==> src/rtl/cpu_pkg.sv <==
// Shared constants and fetch FSM state encoding for the CPU front end.
package cpu_pkg;

  localparam int unsigned ADDR_W = 32;
  localparam int unsigned DATA_W = 32;
  localparam int unsigned QDEPTH = 2;

  typedef enum logic [2:0] {
    IDLE   = 3'd0,
    REQ    = 3'd1,
    WAIT   = 3'd2,
    DRAIN  = 3'd3,
    HALTED = 3'd4
  } fetch_state_t;

endpackage

==> src/rtl/instr_fetch_unit_fetch_queue.sv <==
// Two-entry FIFO of fetched {instruction, address} pairs with flush.
// Head outputs hold the last presented value while the queue is empty.
module fetch_queue
  import cpu_pkg::*;
#(
  parameter int unsigned ADDR_W = cpu_pkg::ADDR_W,
  parameter int unsigned DATA_W = cpu_pkg::DATA_W,
  parameter int unsigned QDEPTH = cpu_pkg::QDEPTH
) (
  input  logic              clock,
  input  logic              reset,
  input  logic              flush,
  input  logic              push,
  input  logic [DATA_W-1:0] push_data,
  input  logic [ADDR_W-1:0] push_pc,
  input  logic              pop,
  output logic [1:0]        count,
  output logic              head_valid,
  output logic [DATA_W-1:0] head_data,
  output logic [ADDR_W-1:0] head_pc
);

  logic [DATA_W-1:0] data_mem [QDEPTH];
  logic [ADDR_W-1:0] pc_mem   [QDEPTH];
  logic              wr_ptr;
  logic              rd_ptr;
  logic [1:0]        count_q;
  logic [DATA_W-1:0] hold_data;
  logic [ADDR_W-1:0] hold_pc;
  logic              do_push;
  logic              do_pop;

  assign head_valid = (count_q != 2'd0);
  assign do_push    = push && (count_q < 2'(QDEPTH));
  assign do_pop     = pop && head_valid;
  assign count      = count_q;
  assign head_data  = head_valid ? data_mem[rd_ptr] : hold_data;
  assign head_pc    = head_valid ? pc_mem[rd_ptr]   : hold_pc;

  // Storage, pointers and occupancy; flush empties the queue and wins over push/pop.
  always_ff @(posedge clock) begin
    if (!reset) begin
      wr_ptr  <= 1'b0;
      rd_ptr  <= 1'b0;
      count_q <= '0;
      for (int unsigned i = 0; i < QDEPTH; i++) begin
        data_mem[i] <= '0;
        pc_mem[i]   <= '0;
      end
    end else if (flush) begin
      wr_ptr  <= 1'b0;
      rd_ptr  <= 1'b0;
      count_q <= '0;
    end else begin
      if (do_push) begin
        data_mem[wr_ptr] <= push_data;
        pc_mem[wr_ptr]   <= push_pc;
        wr_ptr           <= wr_ptr + 1'b1;
      end
      if (do_pop) begin
        rd_ptr <= rd_ptr + 1'b1;
      end
      case ({do_push, do_pop})
        2'b10:   count_q <= count_q + 2'd1;
        2'b01:   count_q <= count_q - 2'd1;
        default: count_q <= count_q;
      endcase
    end
  end

  // Remember the head shown to decode so the outputs stay put once empty.
  always_ff @(posedge clock) begin
    if (!reset) begin
      hold_data <= '0;
      hold_pc   <= '0;
    end else if (head_valid) begin
      hold_data <= data_mem[rd_ptr];
      hold_pc   <= pc_mem[rd_ptr];
    end
  end

endmodule

==> src/rtl/instr_fetch_unit.sv <==
// Instruction fetch: issues one outstanding memory read at a time for the
// current PC, queues responses for decode, and discards wrong-path fetches.
module instr_fetch_unit
  import cpu_pkg::*;
#(
  parameter int unsigned ADDR_W = cpu_pkg::ADDR_W,
  parameter int unsigned DATA_W = cpu_pkg::DATA_W,
  parameter int unsigned QDEPTH = cpu_pkg::QDEPTH
) (
  input  logic              clock,
  input  logic              reset,
  input  logic [ADDR_W-1:0] pc,
  input  logic              redirect,
  input  logic              halt,
  output logic              pc_advance,
  output logic              mem_req_valid,
  input  logic              mem_req_ready,
  output logic [ADDR_W-1:0] mem_addr,
  input  logic              mem_resp_valid,
  input  logic [DATA_W-1:0] mem_resp_data,
  output logic              instr_valid,
  input  logic              instr_ready,
  output logic [DATA_W-1:0] instr,
  output logic [ADDR_W-1:0] instr_pc,
  output logic              halted
);

  fetch_state_t      state;
  fetch_state_t      state_next;
  logic              halt_latched;
  logic [ADDR_W-1:0] req_pc;
  logic [1:0]        q_count;
  logic              q_push;
  logic              q_pop;
  logic              in_flight;
  logic              has_space;

  assign in_flight = (state == WAIT) || (state == DRAIN);
  assign has_space = ({1'b0, q_count} + {2'b00, in_flight}) < 3'(QDEPTH);
  assign mem_addr  = pc;
  assign halted    = halt_latched && !in_flight;
  assign q_pop     = instr_valid && instr_ready && !redirect;

  // State, halt latch and address of the request currently in flight.
  always_ff @(posedge clock) begin
    if (!reset) begin
      state        <= IDLE;
      halt_latched <= 1'b0;
      req_pc       <= '0;
    end else begin
      state        <= state_next;
      halt_latched <= halt_latched | halt;
      if ((state == REQ) && mem_req_ready) begin
        req_pc <= pc;
      end
    end
  end

  // Next-state, request handshake and enqueue decisions.
  always_comb begin
    state_next    = state;
    mem_req_valid = 1'b0;
    pc_advance    = 1'b0;
    q_push        = 1'b0;
    case (state)
      IDLE: begin
        if (halt_latched || halt) begin
          state_next = HALTED;
        end else if (has_space) begin
          state_next = REQ;
        end
      end
      REQ: begin
        mem_req_valid = 1'b1;
        if (mem_req_ready) begin
          // A request accepted on the redirect cycle is wrong-path: drain its reply.
          if (redirect) begin
            state_next = DRAIN;
          end else begin
            pc_advance = 1'b1;
            state_next = WAIT;
          end
        end else if (halt_latched || halt) begin
          state_next = HALTED;
        end
      end
      WAIT: begin
        if (mem_resp_valid) begin
          q_push     = !redirect;
          state_next = IDLE;
        end else if (redirect) begin
          state_next = DRAIN;
        end
      end
      DRAIN: begin
        if (mem_resp_valid) begin
          state_next = IDLE;
        end
      end
      HALTED: begin
        state_next = HALTED;
      end
      default: begin
        state_next = IDLE;
      end
    endcase
  end

  fetch_queue #(
    .ADDR_W (ADDR_W),
    .DATA_W (DATA_W),
    .QDEPTH (QDEPTH)
  ) u_queue (
    .clock      (clock),
    .reset      (reset),
    .flush      (redirect),
    .push       (q_push),
    .push_data  (mem_resp_data),
    .push_pc    (req_pc),
    .pop        (q_pop),
    .count      (q_count),
    .head_valid (instr_valid),
    .head_data  (instr),
    .head_pc    (instr_pc)
  );

endmodule

==> config.mk <==
export PLATFORM = sky130hd
export DESIGN_NAME = instr_fetch_unit
export DESIGN_NICKNAME = d
export VERILOG_FILES = /design/src/rtl/cpu_pkg.sv /design/src/rtl/instr_fetch_unit_fetch_queue.sv /design/src/rtl/instr_fetch_unit.sv
export SDC_FILE = /design/constraint.sdc
export NUM_CORES = 1
export LEC_CHECK = 0
export ABC_AREA = 0
export CAP_MARGIN = 0
export CORE_UTILIZATION = 48
export DETAILED_ROUTE_END_ITERATION = 10
export GPL_ROUTABILITY_DRIVEN = 0
export PLACE_DENSITY = 0.82
export REMOVE_ABC_BUFFERS = 1
export SYNTH_ARGS = -nofsm -noshare
export SYNTH_HDL_FRONTEND = slang
export SYNTH_HIERARCHICAL = 1
export SYNTH_SLANG_ARGS = --single-unit
==> constraint.sdc <==
create_clock -name clock -period 4.5 [get_ports clock]
set_input_delay 1.35 -clock clock [delete_from_list [all_inputs] [get_ports clock]]
set_output_delay 1.35 -clock clock [all_outputs]
set_load 0.01 [all_outputs]
=== Word level (Yosys, flattened, before mapping) ===
Memories as Yosys holds them, arrays and structs flattened. A register that Yosys moved wholly into a read port is not among the register bits.
Cells that the tools add are included.

* Memories: 2
* Output and inout bits: 100
* Bits in writable memories: 128
* Register bits after elaboration: 104
* Word-level logic and storage cells: 79
* Bits of input ports: 71

* Equality and inequality tests: 10
* Multiplexer cells: 33
* Reductions and logical operators: 17
* Magnitude comparators: 2
* $add $sub $neg: 5
* Bitwise operators: 2

{| class="wikitable"
|+ Memories
! name !! depth !! bits a word !! read ports !! clocked after memory_dff !! wr ports !! line !! text
|-
| u_queue.data_mem || 2 || 32 || 1 || 1 || 2 || instr_fetch_unit_fetch_queue.sv:23 || <nowiki>logic [DATA_W-1:0] data_mem [QDEPTH];</nowiki>
|-
| u_queue.pc_mem || 2 || 32 || 1 || 1 || 2 || instr_fetch_unit_fetch_queue.sv:24 || <nowiki>logic [ADDR_W-1:0] pc_mem [QDEPTH];</nowiki>
|}

{| class="wikitable"
|+ Operator list
! operator !! number
|-
| 32-bit two-way mux || 4
|-
| 32-bit OR reduction || 2
|-
| 3-bit two-way mux || 7
|-
| 1-bit two-way mux || 20
|-
| 3-bit one-hot mux with 5 select lines || 1
|-
| 3-bit by 2-bit equality test with 1-bit output (second input constant) || 2
|-
| 1-bit logical AND || 6
|-
| 3-bit inequality test (second input constant) || 2
|-
| 2-bit one-hot mux with 2 select lines || 1
|-
| 4-bit AND reduction || 1
|-
| 2-bit nonzero test || 2
|-
| 2-bit by 1-bit adder with 3-bit output || 1
|-
| 3-bit by 1-bit equality test with 1-bit output (second input constant) || 1
|-
| 3-bit equality test (second input constant) || 1
|-
| 3-bit zero test || 1
|-
| 3-bit by 2-bit less-than comparator with 1-bit output (second input constant) || 1
|-
| 3-bit by 2-bit inequality test with 1-bit output (second input constant) || 1
|-
| 1-bit adder (second input constant) || 2
|-
| 2-bit by 1-bit adder with 2-bit output (second input constant) || 1
|-
| 2-bit by 1-bit equality test with 1-bit output (second input constant) || 1
|-
| 2-bit equality test (second input constant) || 1
|-
| 1-bit zero test || 2
|-
| 1-bit logical OR || 2
|-
| 2-bit less-than comparator (second input constant) || 1
|-
| 5 further kinds || 5
|}

=== Logic depth before layout (Yosys ltp) ===
* Word-level depth: 10
* Gate-level depth with buffers: 11
* Mapped depth without buffers: 10

=== By module ===
The synthesis kept the hierarchy.

{| class="wikitable"
|+ Modules (own cells, without submodules)
! module !! area each (um2) !! sequential area each (um2) !! cells an instance !! times used
|-
| fetch_queue || 8,475.6 || 5,225.0 || 718 || 1
|-
| instr_fetch_unit || 1,735.4 || 720.7 || 206 || 1
|}

=== Least setup slack after synthesis ===
No wires, ideal clock.

* Path type: input -> register
* Start: input redirect
* End: memory u_queue.data_mem[1][0] (enable)
* Stages on the path: 6
* Arrival: 3.833 ns
* Buffers on the path: 1
* Slack: 0.235 ns
* Data required time: 4.067 ns
* Setup time: 0.433 ns
* Cell sequence: nor4b_1 nor2b_2 inv_2 nor3_2 buf_6 nand2b_1

{| class="wikitable"
|+ RTL lines
! item !! line !! text
|-
| start, declared || instr_fetch_unit.sv:13 || <nowiki>input logic redirect,</nowiki>
|-
| end, declared || instr_fetch_unit_fetch_queue.sv:23 ||
|}

=== Worst setup path after layout ===
* Start: input mem_req_ready
* End: output pc_advance

* Longest elaborated chain between the ends: 2

{| class="wikitable"
|+ Ends and longest elaborated chain
! item !! line !! text
|-
| start, declared || instr_fetch_unit.sv:17 || <nowiki>input logic mem_req_ready,</nowiki>
|-
| 1-bit two-way mux || instr_fetch_unit.sv:75 || <nowiki>if (mem_req_ready) begin</nowiki>
|-
| 1-bit two-way mux || instr_fetch_unit.sv:65 || <nowiki>case (state)</nowiki>
|-
| end, declared || instr_fetch_unit.sv:15 || <nowiki>output logic pc_advance,</nowiki>
|}

No other way between the ends.

==> results.tsv <==
stage	metric	value	unit
critical_path	Worst path slowest cell	clkdlybuf4s50_1	
global_route	first-pass GRT wire length	33.4	mm
floorplan	die area	0.0219	mm2
yosys	Syn Inst Count	924	
detailed_routing	First DRT Iteration DRCs	261	
cells_and_area	layout cells sized above 1	7.83	%
critical_path	Crit Path Category	in2out	
sta	final worst setup slack	498	ps
sta	minimum clock period	4000	ps
critical_path	worst path required time	3150	ps
cts	Clk Tree Root Cell	clkbuf_16	
yosys	Synth top area share	37.6	%
critical_path	crit path launch type	input pin	
cts	TritonCTS clock tree	built	
power_and_ir_drop	Design Power	4490	uW
cells_and_area	Non-Filler Instances	1330	
yosys	Synth area leader	edfxtp_1	
sta	setup_tns	0	ps
critical_path	crit-path cells	clkdlybuf4s50_1 -> nand3_2 -> nor2_1 -> clkdlybuf4s50_1	
placement	placed insts	1286	
critical_path	WP data arrival	2650	ps
sta	final clock skew	14.3	ps
cells_and_area	most common cell after layout, fill and taps aside	clkdlybuf4s50_1	
yosys	Area contributors post-synth	edfxtp_1, dfxtp_1, and2_1	
min_path	hold depth	2	
power_and_ir_drop	PD cells	358	mW/mm2
detailed_routing	DR pass1 iterations	4	
critical_path	cell count along the critical path	4	
global_route	initial antenna violation count	1	
cts	Clock Sinks	233	
floorplan	width of the chip	148	um
critical_path	worst reg2reg path depth	7	
sta	relative slew slack	54.4	%
detailed_routing	DRC viols	0	
critical_path	crit-path most repeated cell	clkdlybuf4s50_1	
placement	Setup WS pre-CTS	504	ps
yosys	Synth cell types	41	
sta	Setup-failing EPs final	0	
critical_path	Slowest Stage Delay on Critical Path	550	ps
sta	Slew @ Worst Pin	685	ps
cts	Hold-fix buffers, CTS	0	
cts	Clock Latency Late Sink	510	ps
min_path	worst min path class	reg2reg	
yosys	Seq/Total Area, Yosys	58.2	%
yosys	Avg Inst Size Synth	11.1	um2
cts	H-tree depth	1	
sta	RSZ-0062 raised after global routing	no	
cells_and_area	layout net count	1114	
detailed_routing	via count	6725	
critical_path	crit end category	output pin	
floorplan	Initial Util	49.7	%
detailed_routing	vias per cell	5.06	
yosys	Post-Syn Area	0.0102	mm2
yosys	FF+latch count, synth	233	
placement	dpl hpwl	12.1	mm
detailed_routing	post-route ant nets	0	
job	# Max-Cap Violations	0	
status	status	finished clean	
global_route	total congestion overflow	0	
global_route	number of global-route vias before repair	6680	
cells_and_area	most frequent cells in the layout	clkdlybuf4s50_1, nor2_1, and2_1	
detailed_routing	wire per inst	15.7	um
cts	Post-CTS Resized	0	
critical_path	Buf/Inv on CP	2	
placement	area of placed instances	0.0117	mm2
cts	CTS Buf Count	24	
cts	Max Root-Sink Buffers	3	
sta	fmax	250	MHz
sta	Final Max Slew Viols	0	
floorplan	Core Rows	52	
sta	Final Hold Viols	0	
critical_path	critical path fanouts, max	5	
global_route	largest net degree at the start of global routing	73	
detailed_routing	DRT Wirelength	20.8	mm
global_route	Total GRT Usage	19.3	%
critical_path	family with the most delay on the worst path	buffers and inverters	
cts	post-CTS setup buffer count	0	
floorplan	core area	0.0206	mm2
cells_and_area	Area growth syn-to-layout	22.8	%
sta	fin crit share	88.9	%
placement	PortBufs	170	
floorplan	Die Ht	148	um
cells_and_area	antenna diode count	0	
cells_and_area	Finished Cell Area	0.0125	mm2
yosys	synth warn	6	
power_and_ir_drop	Peak supply drop	209	uV
cts	Clock Pin Slew Worst Setup and Hold Paths	60	ps
floorplan	I/O pin count	171	
power_and_ir_drop	leakage power	0.00451	uW
cells in the mapped netlist:
library cell    n
ha_1            1
nor3_4          1
o221ai_1        1
nand2_1        67
clkbuf_1       17
nor3b_1        64
xor2_1          2
o21ai_1         1
mux2i_1         1
or3_1           1
a211oi_2       16
inv_1           4
nand2b_1        3
nand4b_1        1
and2_1        130
a21oi_1         3
nor2b_1        65
buf_6          10
nor3_1          1
a21boi_0       14
nand3_2         1
clkbuf_2        1
o41ai_1         1
xnor2_1         2
nor3_2          2
edfxtp_1      128
or3_4           1
dfxtp_1       105
a211oi_1       49
buf_2          12
nor2b_2         1
nor2_1        137
a21boi_1       18
and3b_1         1
buf_4          42
o21ai_0         5
inv_2           1
or2b_1          2
nor4b_1         1
buf_8          10
o21bai_1        1
final cells by class:
cell class                 instances  area [um2]
fill                            1693        8030
timing repair buffer             184        1870
clock inverter                    15         136
sequential                       233        5950
multi-input combinational        594        3570
inverter                           5        18.8
tap                              270         338
clock buffer                      29         651
worst reg2reg max path, stage by stage (launching register included):
cell	delay, ps
dfxtp_1	490
or2b_1	270
nor4b_1	240
nor2b_2	240
inv_2	90
nor3_4	180
nand2b_4	400
buf_4	310
power by group:
group | leakage, uW | internal [uW] | switching, uW | total [uW]
Clock | 0.000388 | 1150 | 799 | 1950
Combinational | 0.00196 | 128 | 104 | 232
Sequential | 0.00217 | 2290 | 20.9 | 2310
worst paths after layout:
path	from	end	slack [ps]
setup / recovery	mem_req_ready	pc_advance	500
hold / removal	req_pc[9]	req_pc[9]	460
setup reg to reg	state[1]	u_queue/data_mem[0][17]	1960
hold reg to reg	req_pc[9]	req_pc[9]	460
per-layer routing:
metal	global-route usage (%)	up-vias	part of all wire [%]
li1	-	3355	-
met1	24.3	3177	44
met2	34.5	170	49
met3	3.30	23	5.3
met4	4.54	0	1.2
met5	0	-	0
kinds of logic (layout without fill, tap and decap cells):
group	Yosys count	count (layout)	share of synthesized area, %
AO/OA/AOI/OAI	109	109	8.60
XOR/XNOR	4	4	0.343
adder cells (fa/ha/maj)	1	1	0.123
buffers and inverters	97	233	7.11
flip-flops	233	233	58.2
multiplexers	1	1	0.0980
AND/OR/NAND/NOR	479	479	25.5
state kept, by name, indices dropped and copies added (netlist names), 2 cells and up, named ones only:
signal and cells:
u_queue/count 2, state 3, u_queue/hold_data 32, u_queue/data_mem 64, u_queue/pc_mem 64, u_queue/hold_pc 32
req_pc 32
metrics by stage:
step	hold slack [ps]	util, %
floorplan	439	-
global placement	445	57.1
detailed placement	450	57.1
CTS	459	61.0
global route	477	61.0
finish	456	61.0
Note: power is estimated with default switching activity, not from simulation.
